==> src/rtl/paint_bus_arbiter_pkg.sv <==
// Shared types and sizing for the paint-path bus arbiter.
// Latency: n/a (declarations only).
// Backpressure: n/a.
//
// Requester indices: 0 = cursor, 1 = palette, 2 = control.
package paint_bus_arbiter_pkg;

    localparam int N_REQ = 3;
    localparam int AW    = 6;
    localparam int DW    = 8;
    localparam int IW    = (N_REQ > 1) ? $clog2(N_REQ) : 1;

    localparam int REQ_CURSOR  = 0;
    localparam int REQ_PALETA  = 1;
    localparam int REQ_CONTROL = 2;

    typedef logic [IW-1:0] req_idx_t;

    typedef enum logic {
        ST_IDLE  = 1'b0,
        ST_GRANT = 1'b1
    } state_t;

    // One pixel write as presented to the framebuffer writer.
    typedef struct packed {
        logic [AW-1:0] x;
        logic [AW-1:0] y;
        logic [DW-1:0] data;
    } px_wr_t;

    // Pulls one requester's write fields out of the packed input buses.
    function automatic px_wr_t slice_wr(input logic [N_REQ*AW-1:0] xs,
                                        input logic [N_REQ*AW-1:0] ys,
                                        input logic [N_REQ*DW-1:0] ds,
                                        input req_idx_t            idx);
        px_wr_t r;
        r = '0;
        for (int i = 0; i < N_REQ; i++) begin
            if (req_idx_t'(i) == idx) begin
                r.x    = xs[i*AW +: AW];
                r.y    = ys[i*AW +: AW];
                r.data = ds[i*DW +: DW];
            end
        end
        return r;
    endfunction

endpackage

==> src/rtl/paint_bus_arbiter_if.sv <==
// Pixel-write bus between paint requesters and the arbiter.
// Latency: n/a (wires only).
// Backpressure: requesters hold req until gnt; wr without gnt is dropped.
//
// master: requester side (drives req/wr/coords/data, sees gnt and the forwarded write)
// slave : arbiter side
interface paint_bus_arbiter_if;
    import paint_bus_arbiter_pkg::*;

    logic [N_REQ-1:0]    req;
    logic [N_REQ-1:0]    wr;
    logic [N_REQ*AW-1:0] x_in;
    logic [N_REQ*AW-1:0] y_in;
    logic [N_REQ*DW-1:0] data_in;

    logic [N_REQ-1:0]    gnt;
    logic [AW-1:0]       out_x;
    logic [AW-1:0]       out_y;
    logic [DW-1:0]       px_data;
    logic                paint;
    logic                busy;

    modport master (
        output req, wr, x_in, y_in, data_in,
        input  gnt, out_x, out_y, px_data, paint, busy
    );

    modport slave (
        input  req, wr, x_in, y_in, data_in,
        output gnt, out_x, out_y, px_data, paint, busy
    );

endinterface

==> src/rtl/paint_bus_arbiter_rr_pick.sv <==
// Combinational round-robin picker: first set req after 'last', with wrap.
// Latency: 0 cycles (pure combinational).
// Backpressure: none; sel is all-zero when no req is set.
//
// Ports: req (request vector), last (previous owner) -> sel (one-hot), idx (its index).
module paint_bus_arbiter_rr_pick
    import paint_bus_arbiter_pkg::*;
(
    input  logic [N_REQ-1:0] req,
    input  req_idx_t         last,
    output logic [N_REQ-1:0] sel,
    output req_idx_t         idx
);

    always_comb begin
        logic     found;
        req_idx_t cand;
        sel   = '0;
        idx   = '0;
        found = 1'b0;
        cand  = '0;
        // Scan last+1 .. last+N_REQ, so the previous owner is checked last.
        for (int k = 1; k <= N_REQ; k++) begin
            cand = req_idx_t'((int'(last) + k) % N_REQ);
            if (!found && req[cand]) begin
                found     = 1'b1;
                sel[cand] = 1'b1;
                idx       = cand;
            end
        end
    end

endmodule

==> src/rtl/paint_bus_arbiter.sv <==
// Round-robin arbiter for the framebuffer pixel-write bus, with burst limit.
// Latency: req->gnt 1 cycle; wr->paint/out_* 1 cycle (registered).
// Backpressure: losers keep req high and wait; wr from a non-owner is dropped.
//
// Ports: clk, rst (async, active-low), bus (slave modport: req/wr/x_in/y_in/data_in
// in; gnt/out_x/out_y/px_data/paint/busy out). MAX_BURST = grant cycles allowed while
// someone else waits (0 = unlimited).
module paint_bus_arbiter
    import paint_bus_arbiter_pkg::*;
#(
    parameter int MAX_BURST = 64
) (
    input  logic                clk,
    input  logic                rst,
    paint_bus_arbiter_if.slave  bus
);

    localparam int            CW         = (MAX_BURST > 0) ? $clog2(MAX_BURST + 1) : 1;
    localparam logic [CW-1:0] BURST_SAT  = CW'(MAX_BURST);
    localparam logic [CW-1:0] BURST_LAST = (MAX_BURST > 0) ? CW'(MAX_BURST - 1) : '0;

    state_t           state_q,     state_d;
    logic [N_REQ-1:0] gnt_q,       gnt_d;
    req_idx_t         owner_q,     owner_d;
    req_idx_t         last_q,      last_d;
    logic [CW-1:0]    burst_cnt_q, burst_cnt_d;
    px_wr_t           out_q,       out_d;
    logic             paint_q,     paint_d;
    logic             busy_q,      busy_d;

    logic [N_REQ-1:0] pick_sel;
    req_idx_t         pick_idx;
    px_wr_t           owner_wr;
    logic             others_pending;
    logic             release_now;

    paint_bus_arbiter_rr_pick u_rr_pick (
        .req  (bus.req),
        .last (last_q),
        .sel  (pick_sel),
        .idx  (pick_idx)
    );

    always_comb begin
        state_d        = state_q;
        gnt_d          = gnt_q;
        owner_d        = owner_q;
        last_d         = last_q;
        burst_cnt_d    = burst_cnt_q;
        out_d          = out_q;
        paint_d        = 1'b0;
        busy_d         = busy_q;
        release_now    = 1'b0;
        owner_wr       = slice_wr(bus.x_in, bus.y_in, bus.data_in, owner_q);
        others_pending = |(bus.req & ~gnt_q);

        case (state_q)
            ST_IDLE: begin
                // gnt is already low here, so every grant is preceded by >=1 dead cycle.
                if (|bus.req) begin
                    state_d     = ST_GRANT;
                    gnt_d       = pick_sel;
                    owner_d     = pick_idx;
                    busy_d      = 1'b1;
                    burst_cnt_d = '0;
                end
            end
            ST_GRANT: begin
                if (bus.wr[owner_q]) begin
                    out_d   = owner_wr;
                    paint_d = 1'b1;
                end
                if (burst_cnt_q != BURST_SAT) begin
                    burst_cnt_d = burst_cnt_q + 1'b1;
                end
                // A lone owner is never cut off; preemption needs a waiting requester.
                release_now = !bus.req[owner_q] ||
                              ((MAX_BURST != 0) && (burst_cnt_q == BURST_LAST) && others_pending);
                if (release_now) begin
                    state_d = ST_IDLE;
                    gnt_d   = '0;
                    busy_d  = 1'b0;
                    last_d  = owner_q;
                end
            end
            default: begin
                state_d = ST_IDLE;
                gnt_d   = '0;
                busy_d  = 1'b0;
            end
        endcase
    end

    always_ff @(posedge clk or negedge rst) begin
        if (!rst) begin
            state_q     <= ST_IDLE;
            gnt_q       <= '0;
            owner_q     <= '0;
            last_q      <= req_idx_t'(N_REQ - 1);
            burst_cnt_q <= '0;
            out_q       <= '0;
            paint_q     <= 1'b0;
            busy_q      <= 1'b0;
        end else begin
            state_q     <= state_d;
            gnt_q       <= gnt_d;
            owner_q     <= owner_d;
            last_q      <= last_d;
            burst_cnt_q <= burst_cnt_d;
            out_q       <= out_d;
            paint_q     <= paint_d;
            busy_q      <= busy_d;
        end
    end

    assign bus.gnt     = gnt_q;
    assign bus.out_x   = out_q.x;
    assign bus.out_y   = out_q.y;
    assign bus.px_data = out_q.data;
    assign bus.paint   = paint_q;
    assign bus.busy    = busy_q;

endmodule

==> src/flat_wrapper.sv <==
// flat-port wrapper written by rule: the top's interface ports become plain ports
module paint_bus_arbiter_flat import paint_bus_arbiter_pkg::*;
#(
    parameter int MAX_BURST = 64
)
  (clk, rst, bus_req, bus_wr, bus_x_in, bus_y_in, bus_data_in, bus_gnt, bus_out_x, bus_out_y, bus_px_data, bus_paint, bus_busy);
  paint_bus_arbiter_if bus_i ();
  input  logic clk;
  input  logic rst;
  input wire logic [$bits(bus_i.req)-1:0] bus_req;
  input wire logic [$bits(bus_i.wr)-1:0] bus_wr;
  input wire logic [$bits(bus_i.x_in)-1:0] bus_x_in;
  input wire logic [$bits(bus_i.y_in)-1:0] bus_y_in;
  input wire logic [$bits(bus_i.data_in)-1:0] bus_data_in;
  output wire logic [$bits(bus_i.gnt)-1:0] bus_gnt;
  output wire logic [$bits(bus_i.out_x)-1:0] bus_out_x;
  output wire logic [$bits(bus_i.out_y)-1:0] bus_out_y;
  output wire logic [$bits(bus_i.px_data)-1:0] bus_px_data;
  output wire logic [$bits(bus_i.paint)-1:0] bus_paint;
  output wire logic [$bits(bus_i.busy)-1:0] bus_busy;
  assign bus_i.req = bus_req;
  assign bus_i.wr = bus_wr;
  assign bus_i.x_in = bus_x_in;
  assign bus_i.y_in = bus_y_in;
  assign bus_i.data_in = bus_data_in;
  assign bus_gnt = bus_i.gnt;
  assign bus_out_x = bus_i.out_x;
  assign bus_out_y = bus_i.out_y;
  assign bus_px_data = bus_i.px_data;
  assign bus_paint = bus_i.paint;
  assign bus_busy = bus_i.busy;
  paint_bus_arbiter #(.MAX_BURST(MAX_BURST)) u_core (.clk(clk), .rst(rst), .bus(bus_i));
endmodule
==> config.mk <==
export PLATFORM = sky130hd
export DESIGN_NAME = paint_bus_arbiter_flat
export DESIGN_NICKNAME = d
export VERILOG_FILES = /design/src/rtl/paint_bus_arbiter_pkg.sv /design/src/rtl/paint_bus_arbiter_if.sv /design/src/rtl/paint_bus_arbiter_rr_pick.sv /design/src/rtl/paint_bus_arbiter.sv /design/src/flat_wrapper.sv
export SDC_FILE = /design/constraint.sdc
export NUM_CORES = 1
export LEC_CHECK = 0
export CAP_MARGIN = 20
export CORE_UTILIZATION = 43
export DETAILED_ROUTE_END_ITERATION = 16
export PLACE_DENSITY_LB_ADDON = 0.1
export SETUP_SLACK_MARGIN = 0.15
export SLEW_MARGIN = 15
export SYNTH_ARGS = -nofsm -noshare
export SYNTH_HDL_FRONTEND = slang
export SYNTH_SLANG_ARGS = --single-unit
export TNS_END_PERCENT = 20
==> constraint.sdc <==
create_clock -name clk -period 2.4 [get_ports clk]
set_input_delay 0.48 -clock clk [delete_from_list [all_inputs] [get_ports clk]]
set_output_delay 0.48 -clock clk [all_outputs]
set_load 0.01 [all_outputs]
### Yosys cells after proc, flatten, opt, wreduce, memory -nomap -nowiden

Cells that the tools add are included.

* output and inout bits: 25
* bits in registers: 37

* divide/modulo/power cells: 3
* reduce and logical (&&, ||, !) cells: 18
* bitwise gates (word level): 5
* add/sub/neg operators: 4
* eq/ne operators: 7
* $lt $le $gt $ge: 7
* multiplexer cells: 41

Operators by type and width (count)
* modulo 32 x 3 -> 32 bit, second input constant: 3
* 2-to-1 mux 20 bit: 3
* 2-to-1 mux 1 bit: 16
* 2-to-1 mux 3 bit: 5
* 2-to-1 mux 7 bit: 2
* case mux 7 bit (2 select lines): 1
* < comparator 2 x 3 -> 1 bit, second input constant: 4
* binary-select mux 1 bit (select 2 bit): 5
* AND reduction 2 bit: 5
* adder 7 x 1 -> 7 bit, second input constant: 1
* equality test 7 x 6 -> 1 bit, second input constant: 1
* != test 7 bit, second input constant: 1
* adder 2 x 2 -> 3 bit, second input constant: 2
* demux 1 bit (select 2 bit): 3
* greater-or-equal comparator 2 x 1 -> 1 bit, second input constant: 3
* logical AND 1 bit: 6
* 2-to-1 mux 2 bit: 3
* bitwise OR 3 bit: 2
* case mux 3 bit (2 select lines): 1
* OR reduction 3 bit: 2
* != test 2 bit, second input constant: 2
* case mux 1 bit (2 select lines): 2
* adder 2 x 1 -> 3 bit, second input constant: 1
* AND 3 bit: 1
* other kinds (8): 10

### Longest topological paths before layout

* depth after elaboration: 13
* mapped depth: 8
* mapped depth without buffers: 7

### Cells and area by module

Synthesis repeated with hierarchy kept, for this count alone.

* cells, all modules: 239
* area, all modules: 2437.3 um^2

By module, submodules not included
* paint_bus_arbiter: cells an instance 204, area an instance 2157.1 um^2, times used 1
* paint_bus_arbiter_rr_pick: cells an instance 35, area an instance 280.3 um^2, times used 1

### Worst setup path after synthesis

OpenSTA, ideal clock, no wires.

* kind: flip-flop to flip-flop
* start: reg u_core.burst_cnt_q[3]
* end: reg u_core.burst_cnt_q[6]
* arrival time: 1.558 ns
* required time: 2.274 ns
* period minus slack after synthesis: 1.683 ns
* library setup time: 0.126 ns
* slack: 0.717 ns
* stages on the path, launching flop included: 6
* cell sequence: dfrtp_1 > or4_4 > o21ai_4 > mux2_1 > nand2_1 > o31ai_1

* word-level cells in the longest chain between the ends: 3

Ends and longest elaborated chain
* from (decl): line paint_bus_arbiter.sv:26 `logic [CW-1:0] burst_cnt_q, burst_cnt_d;`
* from (signal assigned): line paint_bus_arbiter.sv:109 `burst_cnt_q <= burst_cnt_d;`
* adder 7 x 1 -> 7 bit / != test 7 bit (equally long branches): line paint_bus_arbiter.sv:74, paint_bus_arbiter.sv:73
* 2-to-1 mux 7 bit / != test 2 bit (equally long branches)
* case mux 7 bit (2 select lines) / AND reduction 2 bit (equally long branches)

Several ways; a longest one is shown, not always the timed one. The select of a mux whose other input is x is not followed.
A chain may end at the register's enable or synchronous reset.

### Worst setup path after layout

* start: in bus_req[2]
* end: reg u_core.last_q[0]

* word-level cells in the longest chain between the ends: 5

Ends and longest elaborated chain
* from (decl): line flat_wrapper.sv:10 `input wire logic [$bits(bus_i.req)-1:0] bus_req;`
* binary-select mux 1 bit (select 2 bit) / AND 3 bit (equally long branches): line paint_bus_arbiter.sv:77, paint_bus_arbiter.sv:55
* 2-to-1 mux 1 bit (implied by the code) / OR reduction 3 bit (equally long branches): line paint_bus_arbiter.sv:77, paint_bus_arbiter.sv:55
* logical NOT 1 bit / logical AND 1 bit (equally long branches): line paint_bus_arbiter.sv:77, paint_bus_arbiter.sv:78
* logical OR 1 bit *: line paint_bus_arbiter.sv:77 `release_now = !bus.req[owner_q] ||`
* AND reduction 2 bit (no source line) *
* to (signal assigned): line paint_bus_arbiter.sv:99 `last_q <= req_idx_t'(N_REQ - 1);`
* to (signal assigned): line paint_bus_arbiter.sv:108 `last_q <= last_d;`
* to (decl): line paint_bus_arbiter.sv:25 `req_idx_t last_q, last_d;`

Mark *: on every way between the ends. The rest lies on a longest branch, timed or not. The select of a mux whose other input is x is not followed.

==> flow_metrics.py <==
metrics = {
    "run_status": {
        "status": "completed",
    },
    "sta": {
        "setup_tns_ps": 0,
        "report.final.slew_viol_count": 0,
        "slew-limit-headroom": 0.456,
        "tightest_slew_ps": 817,
        "hold_viol_final": 0,
        "worst_slack_ps": 475,
        "fin_crit_sh": 0.802,
        "skew_ps": 10.9,
        "max_freq_mhz": 520,
        "rsz0062_at_grt": "false",
        "post-route-min-period_ps": 1920,
        "setup_viol_count_final": 0,
    },
    "logic_synthesis": {
        "yosysTopAreaCell": "dfrtp_1",
        "yosys-top-cells-count": "dfrtp_1 (36), o21ai_0 (30), nand2_1 (29)",
        "synth.top_cell.area_share": 0.410,
        "synth_cell_type_count": 41,
        "ys_ff_latch": 37,
        "synth_edf_count": 0,
        "synthFlopType": "dfrtp_1",
        "syn_area_per_cell_um2": 8.82,
        "yosysMostFrequentCell": "dfrtp_1",
        "async_flop_share": 1.00,
        "yosys-top-cells-area": "dfrtp_1 (41%), mux2i_1 (12%), o21ai_0 (6.8%), a21oi_1 (5.5%), nand2_1 (5.0%)",
        "synthCells": 249,
        "synth_area_um2": 2200,
        "yosys_warnings": 0,
        "yosysSeqAreaShare": 0.422,
        "synth_nets": 323,
    },
    "routing": {
        "via_count": 2033,
        "routed_wl_um": 5540,
        "ant_nets": 0,
        "drc": 0,
        "drt_iter0_drc": 105,
        "drt-wirelength-per-cell_um": 13.7,
        "via_per_inst": 5.02,
        "dr.pass1.iters": 4,
    },
    "setup_path": {
        "cpLargestDelayFamily": "buffers and inverters",
        "cp_data_required_time_ps": 2580,
        "slowest_stage": "clkdlybuf4s50_1",
        "endpoint_kind": "flip-flop",
        "path_class": "in2reg",
        "arrival_ps": 2110,
        "critPathMaxFanout": 9,
        "path_cells": "clkdlybuf4s50_1 -> a222oi_1 -> o31ai_2 -> nand2_2 -> mux2_4",
        "cpPeakStageDelay_ps": 630,
        "startpoint_type": "primary input",
        "path_buf_inv": 1,
    },
    "power": {
        "pwr-share-clk": 0.154,
        "ir_drop_mv": 0.547,
        "p_per_area_nw_per_um2": 1110,
        "pwr-share-seq": 0.295,
        "p_int_w": 0.00221,
        "p_comb_frac": 0.551,
        "leakage_nw": 1.40,
        "fin_total_pwr_w": 0.00366,
        "p_sw_frac": 0.397,
        "p_sw_w": 0.00145,
    },
    "clocking": {
        "htreeDepth": 2,
        "clockBufferDepth": 2,
        "root_buffer": "clkbuf_8",
        "cts.sinks": 37,
        "post_cts.resized_instances": 0,
        "cts_hold_buffers": 0,
        "cts_setup_buffers": 0,
        "cts_made_buffers": 5,
        "clkLatencyLatePin_ps": 290,
        "clkTransAtPathRegs_ps": 80,
        "tritoncts": "built",
    },
    "global_route": {
        "grt-ovfl-total": 0,
        "antenna_found_initial": 0,
        "grt_max_degree": 42,
        "grt_pass1_wl_um": 8800,
        "grt_pass1_vias": 1881,
        "grt_usage": 0.215,
    },
    "final_layout": {
        "fillerInstances": 443,
        "area_delta_synth_final_pct": 49.5,
        "num_antenna_cells": 0,
        "fin_nets": 411,
        "drive_gt1_frac": 0.0710,
        "instances_no_fill": 405,
    },
    "die": {
        "core-area_um2": 4820,
        "die_width_um": 73.5,
        "row_count": 25,
        "die_height_um": 73.5,
        "io_pins": 93,
        "dieArea_um2": 5400,
        "start_util": 0.456,
    },
    "placed_design": {
        "numPortBuffers": 92,
        "placed_cells": 397,
        "gp_congestion": 0.885,
        "pre_cts_slack_ps": 175,
        "dp_hpwl_um": 4250,
    },
    "job": {
        "drv_cap": 0,
    },
    "hold_path": {
        "hold_path_class": "in2async",
    },
}
==> final cells by class <==
cell class / instances / area [um2] / share of cell area
Tap cell: 67 / 83.8 / 0.0255
Clock inverter: 1 / 30.0 / 0.00914
Sequential cell: 37 / 927 / 0.282
Multi-Input combinational cell: 184 / 1150 / 0.352
Timing Repair Buffer: 98 / 961 / 0.293
Inverter: 11 / 41.3 / 0.0126
Clock buffer: 7 / 86.3 / 0.0263
==> final timing paths <==
check / from / endpoint / slack, ps / cells after the start
max in group asynchronous: rst / u_core.bus.out_x[5] / 1600 / 1
min: rst / u_core.bus.px_data[2] / 280 / 1
max reg2reg: u_core.last_q[0] / u_core.bus.gnt[2] / 490 / 6
min reg2reg: u_core.bus.out_y[2] / u_core.bus.out_y[2] / 480 / 2
max: bus_req[2] / u_core.last_q[0] / 480 / 5
min in group clk: u_core.bus.out_y[2] / u_core.bus.out_y[2] / 480 / 2
==> layer usage <==
| metal | global-route usage | routed length (um) | up-vias |
|---|---|---|---|
| met5 | 0 | 0 | - |
| met4 | 0.0684 | 104 | 0 |
| met3 | 0.0700 | 417 | 11 |
| met2 | 0.355 | 2670 | 78 |
| met1 | 0.266 | 2350 | 909 |
| li1 | - | - | 1035 |
==> through the flow <==
step	utilization	hold WS [ps]	instance area, um2
after detailed placement	0.658	472	3170
after global placement	0.658	462	3170
after CTS	0.682	303	3280
final	0.682	275	3280
after floorplan	-	184	2200
after global routing	0.682	353	3280
==> flip-flops by register name, summed over array words and instances (netlist names) <==
name                flops
u_core.state_q          1
u_core.bus.busy         1
u_core.bus.out_x        6
u_core.bus.out_y        6
u_core.bus.paint        1
u_core.bus.px_data      8
u_core.last_q           2
u_core.bus.gnt          3
u_core.owner_q          2
u_core.burst_cnt_q      7
==> power groups by stage <==
| stage | Clock, W | Sequential, W | Combinational (W) |
|---|---|---|---|
| floorplan | 0 | 0.00110 | 0.00124 |
| detailed placement | 0 | 0.00109 | 0.00203 |
| global route | 0.000606 | 0.00112 | 0.00224 |
| finish | 0.000562 | 0.00108 | 0.00202 |
| global placement | 0 | 0.00108 | 0.00200 |
| CTS | 0.000580 | 0.00108 | 0.00204 |
==> cell usage in the layout (no fill, tap or decap), drive strengths merged, types with 2 or more instances in the layout <==
master         count
clkdlybuf4s50     91
dfrtp             36
o21ai             32
nand2             30
mux2i             26
nor2              26
a21oi             24
inv               11
clkbuf             7
buf                7
nand3              6
ha                 6
nor2b              3
nand4              3
mux2               3
nand2b             2
nand3b             2
o211ai             2
o31ai              2
==> kinds of logic (layout without fill, tap and decap cells) <==
family	count (synthesis)	count (layout)	synth area share
AOI/OAI and AO/OA	71	71	0.192
adders and majority gates	6	6	0.0342
buffers and inverters	28	117	0.0541
and+or+nand+nor	77	77	0.156
xor gates and xnor gates	1	1	0.00399
DFF	37	37	0.422
muxes	29	29	0.137
Power figures use the tool's default switching activity.
